===== src/rtl/wb_uart_tx.sv =====
// wb_uart_tx -- Wishbone B3 classic slave that owns the SoC uart_tx pin.
//
// The CPU writes bytes into a TX FIFO through the DATA register. A serializer
// drains the FIFO and sends each byte as an 8N1 frame, LSB first. Each bit
// lasts DIV+1 clocks. A level interrupt reports that the transmitter has gone
// idle with nothing left to send.
//
// Register map (byte address, [3:2] selects the register):
//   0x0 DATA   W  push wb_dat_i[7:0]; reads return 0
//   0x4 STATUS R  [0] full [1] empty [2] busy [3] OVF (cleared by read) [15:8] count
//   0x8 CTRL   RW [15:0] DIV (sel[0]/sel[1]), [16] IE (sel[2])
//   0xC        -  unmapped, answered with wb_err_o
//
// Ports:
//   clk_i, nrst_i        clock, synchronous active-low reset
//   wb_adr_i/dat_i/sel_i/we_i/cyc_i/stb_i   Wishbone slave inputs
//   wb_dat_o/ack_o/err_o                    Wishbone slave outputs
//   uart_tx              serial line, idle high
//   irq_o                TX-empty interrupt, level, registered
module wb_uart_tx #(
   parameter int          FIFO_DEPTH  = 16,
   parameter logic [15:0] DEFAULT_DIV = 16'd433
) (
   input  logic        clk_i,
   input  logic        nrst_i,
   input  logic [3:0]  wb_adr_i,
   input  logic [31:0] wb_dat_i,
   input  logic [3:0]  wb_sel_i,
   input  logic        wb_we_i,
   input  logic        wb_cyc_i,
   input  logic        wb_stb_i,
   output logic [31:0] wb_dat_o,
   output logic        wb_ack_o,
   output logic        wb_err_o,
   output logic        uart_tx,
   output logic        irq_o
);

   localparam int          AW       = $clog2(FIFO_DEPTH);
   localparam logic [AW:0] FULL_CNT = (AW+1)'(FIFO_DEPTH);

   localparam logic [1:0] REG_DATA   = 2'd0;
   localparam logic [1:0] REG_STATUS = 2'd1;
   localparam logic [1:0] REG_CTRL   = 2'd2;
   localparam logic [1:0] REG_NONE   = 2'd3;

   typedef enum logic [1:0] {
      S_IDLE,
      S_START,
      S_DATA,
      S_STOP
   } state_t;

   // FIFO storage and bookkeeping
   logic [7:0]    r_mem [FIFO_DEPTH];
   logic [AW-1:0] r_wptr;
   logic [AW-1:0] r_rptr;
   logic [AW:0]   r_count;

   // Registers visible on the bus
   logic [15:0]   r_div;
   logic          r_ie;
   logic          r_ovf;

   // Bus response
   logic          r_ack;
   logic          r_err;
   logic [31:0]   r_dat;

   // Serializer
   state_t        r_state;
   state_t        w_state_nxt;
   logic [15:0]   r_baud;
   logic [15:0]   w_baud_nxt;
   logic [15:0]   r_div_lat;
   logic [15:0]   w_div_lat_nxt;
   logic [2:0]    r_bitcnt;
   logic [2:0]    w_bitcnt_nxt;
   logic [7:0]    r_shift;
   logic [7:0]    w_shift_nxt;
   logic          r_tx;
   logic          w_tx_nxt;
   logic          w_pop;

   logic          r_irq;

   // Bus decode
   logic          w_req;
   logic [1:0]    w_reg;
   logic          w_full;
   logic          w_empty;
   logic          w_busy;
   logic          w_push;
   logic          w_push_ok;
   logic          w_stat_rd;
   logic          w_ctrl_wr;
   logic [7:0]    w_cnt8;
   logic [31:0]   w_rdata;
   logic          w_unused;

   // A request is only taken while no response is pending, so every access
   // completes in two cycles: request, then the registered ack/err.
   assign w_req     = wb_cyc_i & wb_stb_i & ~r_ack & ~r_err;
   assign w_reg     = wb_adr_i[3:2];
   assign w_full    = (r_count == FULL_CNT);
   assign w_empty   = (r_count == '0);
   assign w_busy    = (r_state != S_IDLE);
   assign w_push    = w_req & wb_we_i & (w_reg == REG_DATA);
   // Full is judged on the registered count, so a pop in the same cycle
   // does not make room for this push.
   assign w_push_ok = w_push & ~w_full;
   assign w_stat_rd = w_req & ~wb_we_i & (w_reg == REG_STATUS);
   assign w_ctrl_wr = w_req & wb_we_i & (w_reg == REG_CTRL);
   assign w_cnt8    = 8'(r_count);

   assign w_unused  = ^{wb_adr_i[1:0], wb_sel_i[3], wb_dat_i[31:17]};

   always_comb begin
      w_rdata = '0;
      case (w_reg)
         REG_STATUS: w_rdata = {16'd0, w_cnt8, 4'd0, r_ovf, w_busy, w_empty, w_full};
         REG_CTRL:   w_rdata = {15'd0, r_ie, r_div};
         default:    w_rdata = '0;
      endcase
   end

   // FIFO storage carries no reset; the pointers define what is valid.
   always_ff @(posedge clk_i) begin
      if (w_push_ok) begin
         r_mem[r_wptr] <= wb_dat_i[7:0];
      end
   end

   always_ff @(posedge clk_i) begin
      if (!nrst_i) begin
         r_wptr  <= '0;
         r_rptr  <= '0;
         r_count <= '0;
         r_ovf   <= 1'b0;
         r_div   <= DEFAULT_DIV;
         r_ie    <= 1'b0;
         r_ack   <= 1'b0;
         r_err   <= 1'b0;
         r_dat   <= '0;
         r_irq   <= 1'b0;
      end else begin
         if (w_push_ok) begin
            r_wptr <= r_wptr + 1'b1;
         end
         if (w_pop) begin
            r_rptr <= r_rptr + 1'b1;
         end
         case ({w_push_ok, w_pop})
            2'b10:   r_count <= r_count + 1'b1;
            2'b01:   r_count <= r_count - 1'b1;
            default: r_count <= r_count;
         endcase

         if (w_push & w_full) begin
            r_ovf <= 1'b1;
         end else if (w_stat_rd) begin
            r_ovf <= 1'b0;
         end

         if (w_ctrl_wr) begin
            if (wb_sel_i[0]) r_div[7:0]  <= wb_dat_i[7:0];
            if (wb_sel_i[1]) r_div[15:8] <= wb_dat_i[15:8];
            if (wb_sel_i[2]) r_ie        <= wb_dat_i[16];
         end

         r_ack <= w_req & (w_reg != REG_NONE);
         r_err <= w_req & (w_reg == REG_NONE);
         r_dat <= (w_req & ~wb_we_i) ? w_rdata : '0;

         r_irq <= r_ie & w_empty & ~w_busy;
      end
   end

   // ---- Serializer: next-state logic ----
   always_comb begin
      w_state_nxt   = r_state;
      w_baud_nxt    = r_baud;
      w_bitcnt_nxt  = r_bitcnt;
      w_shift_nxt   = r_shift;
      w_div_lat_nxt = r_div_lat;
      w_pop         = 1'b0;

      unique case (r_state)
         S_IDLE: begin
            // DIV is captured here so a later CTRL write only affects
            // the next frame.
            if (!w_empty) begin
               w_pop         = 1'b1;
               w_shift_nxt   = r_mem[r_rptr];
               w_div_lat_nxt = r_div;
               w_baud_nxt    = r_div;
               w_bitcnt_nxt  = 3'd0;
               w_state_nxt   = S_START;
            end
         end
         S_START: begin
            if (r_baud == 16'd0) begin
               w_baud_nxt  = r_div_lat;
               w_state_nxt = S_DATA;
            end else begin
               w_baud_nxt = r_baud - 1'b1;
            end
         end
         S_DATA: begin
            if (r_baud == 16'd0) begin
               w_baud_nxt = r_div_lat;
               if (r_bitcnt == 3'd7) begin
                  w_state_nxt = S_STOP;
               end else begin
                  w_shift_nxt  = {1'b0, r_shift[7:1]};
                  w_bitcnt_nxt = r_bitcnt + 1'b1;
               end
            end else begin
               w_baud_nxt = r_baud - 1'b1;
            end
         end
         S_STOP: begin
            if (r_baud == 16'd0) begin
               w_state_nxt = S_IDLE;
            end else begin
               w_baud_nxt = r_baud - 1'b1;
            end
         end
         default: w_state_nxt = S_IDLE;
      endcase

      // The line level is registered from the next state so the pin is
      // glitch-free and goes high on the very edge that applies reset.
      case (w_state_nxt)
         S_START: w_tx_nxt = 1'b0;
         S_DATA:  w_tx_nxt = w_shift_nxt[0];
         default: w_tx_nxt = 1'b1;
      endcase
   end

   // ---- Serializer: state register ----
   always_ff @(posedge clk_i) begin
      if (!nrst_i) begin
         r_state  <= S_IDLE;
         r_baud   <= '0;
         r_bitcnt <= '0;
         r_tx     <= 1'b1;
      end else begin
         r_state  <= w_state_nxt;
         r_baud   <= w_baud_nxt;
         r_bitcnt <= w_bitcnt_nxt;
         r_tx     <= w_tx_nxt;
      end
   end

   always_ff @(posedge clk_i) begin
      r_shift   <= w_shift_nxt;
      r_div_lat <= w_div_lat_nxt;
   end

   assign wb_dat_o = r_dat;
   assign wb_ack_o = r_ack;
   assign wb_err_o = r_err;
   assign uart_tx  = r_tx;
   assign irq_o    = r_irq;

endmodule

===== config.mk =====
export PLATFORM = sky130hd
export DESIGN_NAME = wb_uart_tx
export DESIGN_NICKNAME = d
export VERILOG_FILES = /design/src/rtl/wb_uart_tx.sv
export SDC_FILE = /design/constraint.sdc
export NUM_CORES = 1
export LEC_CHECK = 0
export BUFFER_PORTS_ARGS = -buffer_cell sky130_fd_sc_hd__buf_2
export CORE_MARGIN = 4
export CORE_UTILIZATION = 50
export CTS_BUF_LIST = sky130_fd_sc_hd__clkbuf_16
export CTS_CLUSTER_DIAMETER = 50
export DETAILED_ROUTE_END_ITERATION = 6
export PLACE_DENSITY = 0.72
export SYNTH_ARGS = -nofsm -noshare
export SYNTH_HDL_FRONTEND = slang
export SYNTH_SLANG_ARGS = --single-unit

===== constraint.sdc =====
create_clock -name clk_i -period 4.6 [get_ports clk_i]
set_input_delay 0.46 -clock clk_i [delete_from_list [all_inputs] [get_ports clk_i]]
set_output_delay 0.46 -clock clk_i [all_outputs]
set_load 0.02 [all_outputs]

==> results.toml <==
[status]
outcome = "complete, no violations"

[hold_path]
hold_depth = 3
hp-class = "input port to register"

[finish]
fill_cells = 1497
fin_area_sq_mm = 0.0111
syn2layout_area_growth_pct = 13.0
n_antenna_cell = 0
nets = 840
drive_gt1_share_pct = 18.4

[setup_path]
cp_max_fo = 30
start_kind = "register"
r2r_cells = 11
crit_type = "register to register"
worstPathRequired_ns = 5.02
cp.arrival_ns = 3.66
crit_path_end_kind = "register"

[floorplanning]
core_area_sq_mm = 0.0190
die_area_sq_mm = 0.0219
die_h_um = 148
start_util_pct = 51.6
ios = 81
fp-row-count = 50
die_x_um = 148

[global_routing]
busiest_layer = "met2"
grt_overflow_total = 0
met1_usage_pct = 25.4
antenna_found_initial = 0
grt_pass1_vias = 5994
grt_usage_pct = 18.7
use_met3_pct = 3.02
grt_pass1_wl_um = 32800
grt_max_degree = 41
grtUsageMet2_pct = 31.8

[pwr]
ir_drop_uv = 400
leakagePower_nw = 3.86
finalPower_w = 0.00634
p_per_area_mw_per_mm2 = 571

[sta]
finalWorstSetupSlack_ns = 1.36
setup_violations = 0
post-route-period-util_pct = 70.5
drv_slew = 0
setup_tns_ns = 0
rsz0062_at_grt = "false"
worst_pin_slew_ns = 1.08
fin_crit_ns = 3.24
fmax_mhz = 309
relSlewSlack_pct = 27.8
hold_viol_final = 0
finClkSkew_ns = 0.0347

[clock_tree]
clk_pin_slew_ns = 0.06
clockBufferDepth = 3
cts_tree = "done"
clkLatencyLatePin_ns = 0.55
cts_setup_buffers = 0
cts_resized = 0
holdBufCountCts = 0
cts_made_buffers = 26
cts_max_level = 1
clkSinkCount = 229
root_buffer = "clkbuf_16"

[run]
timing.max_cap.violations = 0

[logic_synthesis]
synth-seq-cells = 229
synth_area_sq_mm = 0.00982
async_reset_ff_share_pct = 0
yosys_warnings = 0
synthDistinctLibCells = 70
seq_area_frac_synth_pct = 62.1
synth_edf_count = 151
syn_inst = 742
syn_area_per_cell_sq_um = 13.2
ys.flop_type = "edfxtp_1"

[placed_design]
dp_hpwl_um = 13600
gp_congestion = 0.812
place_area_sq_mm = 0.0102
io_buffers = 47
pre_cts_slack_ns = 1.39

[detailed_routing]
drc = 0
ant_nets = 0
drt_wl_total_um = 20700
drt-pass1-iter-count = 5
routedWlPerCell_um = 19.7
vias = 6183
vias_per_cell = 5.86
dr.first_iter.drc_count = 449
[sequential cells by signal, indices dropped and copies added (netlist names), named ones only]
register and count:
wb_ack_o 1, wb_dat_o 17, r_div 16, wb_err_o 1
r_state 2, r_mem 128, r_count 5, irq_o 1
r_baud 16, r_ovf 1, r_rptr 4, uart_tx 1
r_div_lat 16, r_ie 1, r_bitcnt 3, r_shift 8
r_wptr 4
[cells in the mapped netlist (all sizes together), types with 5 or more instances]
cell | number | area, sq um
clkbuf | 42 | 158
ha | 20 | 250
xnor2 | 8 | 70.1
nor3 | 18 | 95.1
dfxtp | 78 | 1560
nor3b | 7 | 52.6
o22ai | 6 | 37.5
xor2 | 8 | 70.1
or3 | 5 | 31.3
nand2b | 7 | 51.3
a21oi | 29 | 145
o21a | 5 | 37.5
a2111oi | 7 | 77.6
a22oi | 9 | 67.6
or4 | 5 | 41.3
mux4 | 35 | 788
nand3 | 29 | 145
inv | 14 | 52.6
nor4 | 9 | 56.3
mux2i | 9 | 90.1
nor2 | 44 | 165
o21ai | 22 | 110
and3 | 12 | 75.1
buf | 25 | 158
nand2 | 56 | 210
a22o | 11 | 96.3
o211ai | 7 | 52.6
edfxtp | 151 | 4530
[logic make-up after synthesis]
| family | Yosys count | share of synthesized area (%) |
|---|---|---|
| flip-flops | 229 | 62.1 |
| XOR/XNOR | 16 | 1.43 |
| AND/OR/NAND/NOR | 213 | 11.2 |
| adder cells (fa/ha/maj) | 20 | 2.55 |
| buffers and inverters | 83 | 3.82 |
| multiplexers | 47 | 9.29 |
| other | 1 | 0.0382 |
| AO/OA/AOI/OAI | 133 | 9.63 |
[cells in the final DEF (no fill, tap or decap), types with 12 or more instances in the layout]
master | synthesis | routed
mux4_2 | 35 | 35
nor2_1 | 44 | 44
conb_1 | 1 | 15
ha_1 | 20 | 20
buf_2 | 6 | 47
and3_1 | 12 | 12
edfxtp_1 | 151 | 151
nand3_1 | 29 | 29
o21ai_0 | 21 | 21
nor3_1 | 17 | 17
dfxtp_1 | 78 | 77
a21oi_1 | 29 | 28
inv_1 | 14 | 19
nand2_1 | 56 | 56
clkbuf_16 | 0 | 27
[power breakdown]
part	switching [W]	leakage, nW	internal (W)
Combinational	0.000950	1.41	0.000717
Sequential	0.000191	2.00	0.00241
Clock	0.000824	0.452	0.00124
Total	0.00197	3.86	0.00437
[worst max-delay path: stages (launching register included)]
cell and delay, ns:
dfxtp_1 0.34, inv_1 0.13, ha_1 0.66, o21ai_1 0.30
inv_1 0.14, buf_4 0.39, ha_1 0.42, nor4b_1 0.34
nand2_1 0.10, o211ai_1 0.13, xnor2_1 0.14, nor2_1 0.05
[path summary, 6_finish.rpt]
| kind | start | endpoint | slack, ns |
|---|---|---|---|
| max | r_state[0] | r_count[4] | 1.36 |
| min | wb_dat_i[8] | r_div[8] | 0.18 |
| max reg2reg | r_state[0] | r_count[4] | 1.36 |
| min reg2reg | r_ie | r_ie | 0.47 |
[final cells by class]
type	count	area, sq um	area share (%)
flip-flops and latches	229	6100	54.9
multi-input cells	444	3410	30.7
clock buffers	27	676	6.09
well taps	260	325	2.93
repair buffers	58	318	2.86
clock inverters	21	214	1.93
inverters	16	60.1	0.541
[routing by layer]
layer	routed length [um]	vias up
met3	1140	34
met4	378	0
met1	8780	3068
met5	0	-
met2	10400	199
li1	-	2882
[metrics by stage]
stage	hold WS (ns)	cells	utilization [%]
after floorplan	0.440	756	-
after global placement	0.461	1007	53.7
after detailed placement	0.464	1007	53.7
after CTS	0.171	1055	58.3
after global routing	0.189	1055	58.3
final	0.183	1055	58.3
Note: power is estimated with default switching activity, not from simulation.
